<file path="config.mk">
export PLATFORM = sky130hd
export DESIGN_NAME = err_monitor
export DESIGN_NICKNAME = d
export VERILOG_FILES = /design/src/rtl/err_mon_pkg.sv /design/src/rtl/sym_popcount.sv /design/src/rtl/err_monitor.sv
export SDC_FILE = /design/constraint.sdc
export NUM_CORES = 1
export LEC_CHECK = 0
export BUFFER_PORTS_ARGS = -buffer_cell sky130_fd_sc_hd__buf_2
export CORE_ASPECT_RATIO = 0.75
export CORE_MARGIN = 4
export CORE_UTILIZATION = 35
export DETAILED_ROUTE_END_ITERATION = 6
export PLACE_DENSITY = 0.52
export SETUP_SLACK_MARGIN = 0.4
export SLEW_MARGIN = 20
export SYNTH_ARGS = -nofsm -noshare
export SYNTH_HDL_FRONTEND = slang
export SYNTH_SLANG_ARGS = --single-unit
</file>
<file path="constraint.sdc">
create_clock -name clk -period 28.5 [get_ports clk]
set_clock_uncertainty 0.2 [all_clocks]
set_input_delay 4.275 -clock clk [delete_from_list [all_inputs] [get_ports clk]]
set_output_delay 4.275 -clock clk [all_outputs]
set_load 0.05 [all_outputs]
</file>
<file path="src/rtl/err_mon_pkg.sv">
// Shared word geometry and the saturating adder used by all statistics counters.
package err_mon_pkg;
    localparam int SYM_W  = 10;
    localparam int N_SYM  = 8;
    localparam int WORD_W = SYM_W * N_SYM;

    // Adds a+b and clamps to the all-ones value of a w-bit counter (w <= 32).
    function automatic logic [31:0] sat_add(input logic [31:0] a, input logic [31:0] b, input int w);
        logic [32:0] sum;
        logic [32:0] lim;
        sum = {1'b0, a} + {1'b0, b};
        lim = (33'd1 << w) - 33'd1;
        return (sum > lim) ? lim[31:0] : sum[31:0];
    endfunction
endpackage

</file>
<file path="src/rtl/sym_popcount.sv">
// Number of set bits in one 10-bit symbol; purely combinational.
module sym_popcount
    import err_mon_pkg::*;
(
    input  logic [SYM_W-1:0] i_sym,
    output logic [3:0]       o_cnt
);
    always_comb begin
        o_cnt = 4'd0;
        for (int k = 0; k < SYM_W; k++) begin
            o_cnt = o_cnt + 4'(i_sym[k]);
        end
    end
endmodule

</file>
<file path="src/rtl/err_monitor.sv">
// Bit/symbol/word error statistics between original and corrupted encoder words; 3-edge latency, one word per cycle, no backpressure.
// Defining ERR_MON_CAPTURE_EN adds capture of the first erroneous word's index and XOR diff.
module err_monitor
    import err_mon_pkg::*;
#(
    parameter int CNT_W      = 32,
    parameter int FLAG_CNT_W = 16
) (
    input  logic                  clk,
    input  logic                  rst,
    input  logic                  en,
    input  logic                  clear,
    input  logic [WORD_W-1:0]     dout_original,
    input  logic [WORD_W-1:0]     dout_corrupted,
    input  logic                  disp_err_original,
    input  logic                  disp_err_corrupted,
    input  logic                  kin_err_original,
    input  logic                  kin_err_corrupted,
    output logic [CNT_W-1:0]      word_cnt,
    output logic [CNT_W-1:0]      word_err_cnt,
    output logic [CNT_W-1:0]      sym_err_cnt,
    output logic [CNT_W-1:0]      bit_err_cnt,
    output logic [FLAG_CNT_W-1:0] disp_det_cnt,
    output logic [FLAG_CNT_W-1:0] kin_det_cnt,
    output logic                  err_pulse,
`ifdef ERR_MON_CAPTURE_EN
    output logic                  first_err_valid,
    output logic [CNT_W-1:0]      first_err_idx,
    output logic [WORD_W-1:0]     first_err_diff,
`endif
    output logic                  busy
);
    logic                        r_s1_vld;
    logic [WORD_W-1:0]           r_s1_orig;
    logic [WORD_W-1:0]           r_s1_corr;
    logic                        r_s1_disp_o, r_s1_disp_c, r_s1_kin_o, r_s1_kin_c;
    logic [WORD_W-1:0]           w_s1_diff;
    logic [N_SYM-1:0][3:0]       w_sym_pop;

    logic                        r_s2_vld;
    logic [WORD_W-1:0]           r_s2_diff;
    logic [N_SYM-1:0][3:0]       r_s2_pop;
    logic                        r_s2_disp_det, r_s2_kin_det;

    logic [6:0]                  w_bit_sum;
    logic [3:0]                  w_sym_sum;
    logic                        w_word_err;

    logic [CNT_W-1:0]            r_word_cnt, r_word_err_cnt, r_sym_err_cnt, r_bit_err_cnt;
    logic [FLAG_CNT_W-1:0]       r_disp_det_cnt, r_kin_det_cnt;
    logic                        r_err_pulse;

    // S1: raw capture; clear takes priority over en.
    always_ff @(posedge clk or posedge rst) begin
        if (rst) begin
            r_s1_vld    <= 1'b0;
            r_s1_orig   <= '0;
            r_s1_corr   <= '0;
            r_s1_disp_o <= 1'b0;
            r_s1_disp_c <= 1'b0;
            r_s1_kin_o  <= 1'b0;
            r_s1_kin_c  <= 1'b0;
        end else if (clear) begin
            r_s1_vld <= 1'b0;
        end else begin
            r_s1_vld <= en;
            if (en) begin
                r_s1_orig   <= dout_original;
                r_s1_corr   <= dout_corrupted;
                r_s1_disp_o <= disp_err_original;
                r_s1_disp_c <= disp_err_corrupted;
                r_s1_kin_o  <= kin_err_original;
                r_s1_kin_c  <= kin_err_corrupted;
            end
        end
    end

    assign w_s1_diff = r_s1_orig ^ r_s1_corr;

    for (genvar g = 0; g < N_SYM; g++) begin : g_pop
        sym_popcount u_pop (
            .i_sym (w_s1_diff[g*SYM_W +: SYM_W]),
            .o_cnt (w_sym_pop[g])
        );
    end

    always_ff @(posedge clk or posedge rst) begin
        if (rst) begin
            r_s2_vld      <= 1'b0;
            r_s2_diff     <= '0;
            r_s2_pop      <= '0;
            r_s2_disp_det <= 1'b0;
            r_s2_kin_det  <= 1'b0;
        end else begin
            r_s2_vld <= r_s1_vld & ~clear;
            if (r_s1_vld) begin
                r_s2_diff     <= w_s1_diff;
                r_s2_pop      <= w_sym_pop;
                r_s2_disp_det <= r_s1_disp_c & ~r_s1_disp_o;
                r_s2_kin_det  <= r_s1_kin_c & ~r_s1_kin_o;
            end
        end
    end

    always_comb begin
        w_bit_sum = 7'd0;
        w_sym_sum = 4'd0;
        for (int k = 0; k < N_SYM; k++) begin
            w_bit_sum = w_bit_sum + 7'(r_s2_pop[k]);
            w_sym_sum = w_sym_sum + 4'(r_s2_pop[k] != 4'd0);
        end
    end

    assign w_word_err = |r_s2_diff;

    always_ff @(posedge clk or posedge rst) begin
        if (rst) begin
            r_word_cnt     <= '0;
            r_word_err_cnt <= '0;
            r_sym_err_cnt  <= '0;
            r_bit_err_cnt  <= '0;
            r_disp_det_cnt <= '0;
            r_kin_det_cnt  <= '0;
            r_err_pulse    <= 1'b0;
        end else if (clear) begin
            r_word_cnt     <= '0;
            r_word_err_cnt <= '0;
            r_sym_err_cnt  <= '0;
            r_bit_err_cnt  <= '0;
            r_disp_det_cnt <= '0;
            r_kin_det_cnt  <= '0;
            r_err_pulse    <= 1'b0;
        end else begin
            r_err_pulse <= r_s2_vld & w_word_err;
            if (r_s2_vld) begin
                r_word_cnt     <= CNT_W'(sat_add(32'(r_word_cnt), 32'd1, CNT_W));
                r_word_err_cnt <= CNT_W'(sat_add(32'(r_word_err_cnt), 32'(w_word_err), CNT_W));
                r_sym_err_cnt  <= CNT_W'(sat_add(32'(r_sym_err_cnt), 32'(w_sym_sum), CNT_W));
                r_bit_err_cnt  <= CNT_W'(sat_add(32'(r_bit_err_cnt), 32'(w_bit_sum), CNT_W));
                r_disp_det_cnt <= FLAG_CNT_W'(sat_add(32'(r_disp_det_cnt), 32'(r_s2_disp_det), FLAG_CNT_W));
                r_kin_det_cnt  <= FLAG_CNT_W'(sat_add(32'(r_kin_det_cnt), 32'(r_s2_kin_det), FLAG_CNT_W));
            end
        end
    end

`ifdef ERR_MON_CAPTURE_EN
    logic                r_first_vld;
    logic [CNT_W-1:0]    r_first_idx;
    logic [WORD_W-1:0]   r_first_diff;

    // Index is the pre-increment word count, i.e. the 0-based position of the word.
    always_ff @(posedge clk or posedge rst) begin
        if (rst) begin
            r_first_vld  <= 1'b0;
            r_first_idx  <= '0;
            r_first_diff <= '0;
        end else if (clear) begin
            r_first_vld  <= 1'b0;
            r_first_idx  <= '0;
            r_first_diff <= '0;
        end else if (r_s2_vld && w_word_err && !r_first_vld) begin
            r_first_vld  <= 1'b1;
            r_first_idx  <= r_word_cnt;
            r_first_diff <= r_s2_diff;
        end
    end

    assign first_err_valid = r_first_vld;
    assign first_err_idx   = r_first_idx;
    assign first_err_diff  = r_first_diff;
`endif

    assign word_cnt     = r_word_cnt;
    assign word_err_cnt = r_word_err_cnt;
    assign sym_err_cnt  = r_sym_err_cnt;
    assign bit_err_cnt  = r_bit_err_cnt;
    assign disp_det_cnt = r_disp_det_cnt;
    assign kin_det_cnt  = r_kin_det_cnt;
    assign err_pulse    = r_err_pulse;
    assign busy         = r_s1_vld | r_s2_vld;
endmodule

</file>
==> flow_summary.ini <==
[clock_network]
cts-root-buf = clkbuf_16
clk_path_buf_depth = 3
postCtsSetupRepairBufs = 0
htree_levels = 2
clk_latency_ns = 0.59
postCtsResizedCells = 0
hold_buffers = 0
cts_tree = yes
numClockSinks = 441
clk_pin_slew_ns = 0.06
cts_buffers = 49

[detailed_routing]
wl_um = 62800
route.detailed.drc = 0
firstDrtPassIters = 5
ant_nets = 0
vias = 17118
dr.first_iter.drc_count = 998
routedWlPerCell_um = 19.2
avgViaCountPerCell = 5.24

[finish]
layout-drive-gt1-share_pct = 29.7
nFillCells = 6295
final_cell_mix = 439 x dfrtp_1, 328 x buf_2, 254 x mux2_2, 194 x nor2_1, 97 x nand2_1
area_growth_pct = 17.9
final_common_cell = dfrtp_1
nets = 2669
final_area_um2 = 27600

[worst_hold_path]
hold_path_class = flip-flop to flip-flop
min_to = r_s2_disp_det
hp-start = r_s1_disp_o
hold_depth = 1

[synth]
synth_cell_types = 69
synth_edf_count = 0
yosysTopAreaCellShare_pct = 47.2
async_reset_ff_share_pct = 100
yosysSeqAreaShare_pct = 47.2
ys.flop_type = dfrtp_1
syn_nets = 2383
ys_ff_latch = 441
synth.cell_area_um2 = 23400
synth_area_leaders = dfrtp_1 47%, mux2_2 12%, fa_1 6.8%
synth_top_cell_by_area = dfrtp_1
synthCells = 2068
syn_avg_cell_area_um2 = 11.3
yosysWarningCount = 0

[power]
power.density_nw_per_um2 = 103
peakVddDrop_uv = 120
p_leak_uw = 0.0122

[grt]
grt_max_degree = 158
grtUsageTotal_pct = 17.4
grt_antenna_before_repair = 3
grt_overflow_total = 0
grt_pass1_wl_um = 99400
grt_pass1_vias = 17033

[floorplan]
rows = 81
pin_count = 330
die_area_um2 = 71100
die_w_um = 307
coreArea_um2 = 65700
die_h_um = 232
start_util_pct = 35.6

[critical_path]
end_kind = flip-flop
r2r-start = r_s2_pop[11]
rrSetupSlack_ns = 22.60
critPathLaunchType = primary input
path_max_fanout = 80
cp.arrival_ns = 7.22
crit_required_ns = 28.76
r2r_end = sym_err_cnt[25]
r2r_cells = 13
crit_type = primary input to flip-flop

[sta]
min_period_ns = 6.96
fin_tns_setup_ns = 0
setup-violations-final = 0
fmaxAchievable_mhz = 144
hold_violations = 0
period_share_pct = 24.4
max_slew_margin_pct = 34.5
worst_slew_pin_slew_ns = 0.982
rsz0062_at_grt = no
maxSlewViolCount = 0

[placed_design]
gp_congestion = 0.856
place_hpwl_um = 46100
dpl_cell_area_um2 = 25900
port_buffers = 329

[run_status]
status = complete, no violations

[run]
maxCapViolations = 0
-- metrics by stage --
step / cells / setup WS (ns) / total power [uW] / utilization, % / hold slack [ns]
2_1_floorplan: 2068 / 11.74 / 1860 / - / 0.219
3_3_place_gp: 3174 / 20.79 / 2190 / 39.4 / 0.241
3_5_place_dp: 3174 / 20.67 / 2220 / 39.4 / 0.246
4_1_cts: 3264 / 21.32 / 2910 / 42.0 / 0.255
5_1_grt: 3265 / 21.30 / 3160 / 42.0 / 0.273
6_report: 3266 / 21.54 / 2850 / 42.0 / 0.247
-- Yosys cell counts (16+ instances only) --
master / number
fa_1: 80
mux2_2: 254
a21oi_1: 79
nand4_1: 30
nor3_1: 45
nor2_1: 195
nand2_1: 97
and3_1: 42
dfrtp_1: 441
a211oi_1: 60
nand3_1: 67
a31oi_1: 24
inv_1: 71
o21ai_0: 46
clkbuf_1: 92
a311oi_1: 32
nor4_1: 39
and4_1: 16
xor2_1: 83
mux2i_1: 30
ha_1: 67
-- per-layer routing --
layer / share of wire [%] / GRT usage [%] / wire length [um]
met1: 47 / 25.1 / 29400
met2: 45 / 26.7 / 28400
met3: 5.9 / 3.94 / 3720
met4: 2.1 / 4.25 / 1290
met5: 0.021 / 0 / 13
-- sequential cells by signal (all words and copies together) (netlist names), 16 cells and up --
signal        flops
bit_err_cnt      32
disp_det_cnt     16
kin_det_cnt      16
r_s1_corr        80
r_s1_orig        80
r_s2_diff        80
r_s2_pop         32
sym_err_cnt      32
word_cnt         32
word_err_cnt     32
-- critical path, cell delays in order --
cell	delay, ns
buf_4	0.27
nor2b_4	0.42
buf_4	0.76
buf_4	0.85
mux2_2	0.42
-- power breakdown --
part           switching, uW  internal (uW)
clock                    270            399
sequential              82.4            735
combinational            737            632
-- cells by family after synthesis --
logic type | count (synthesis) | synth area share [%]
and+or+nand+nor | 592 | 12.7
adders and majority gates | 147 | 10.4
AOI/OAI and AO/OA | 327 | 9.52
DFF | 441 | 47.2
buffers and inverters | 180 | 3.04
muxes | 284 | 13.5
xor gates and xnor gates | 97 | 3.63
-- layout make-up --
| type | instances | area [um^2] | share of cell area (%) |
|---|---|---|---|
| sequential | 441 | 11000 | 40.0 |
| clock inverter | 20 | 288 | 1.04 |
| clock buffer | 70 | 1440 | 5.20 |
| inverter | 71 | 274 | 0.993 |
| multi-input combinational | 1447 | 11700 | 42.3 |
| antenna | 2 | 5.00 | 0.0181 |
| timing repair buffer | 344 | 1780 | 6.45 |
| tap | 871 | 1090 | 3.95 |
-- worst max-delay path by stage --
stage	from	endpoint	slack, ns	depth (start not counted)
floorplan	rst	bit_err_cnt[0]	11.74	1
global placement	rst	r_s1_corr[37]	20.79	5
detailed placement	rst	r_s1_corr[34]	20.67	5
CTS	rst	r_s2_diff[58]	21.32	5
global route	rst	r_s1_orig[40]	21.30	5
finish	clear	r_s1_orig[8]	21.54	5
(Power assumes the default switching activity.)
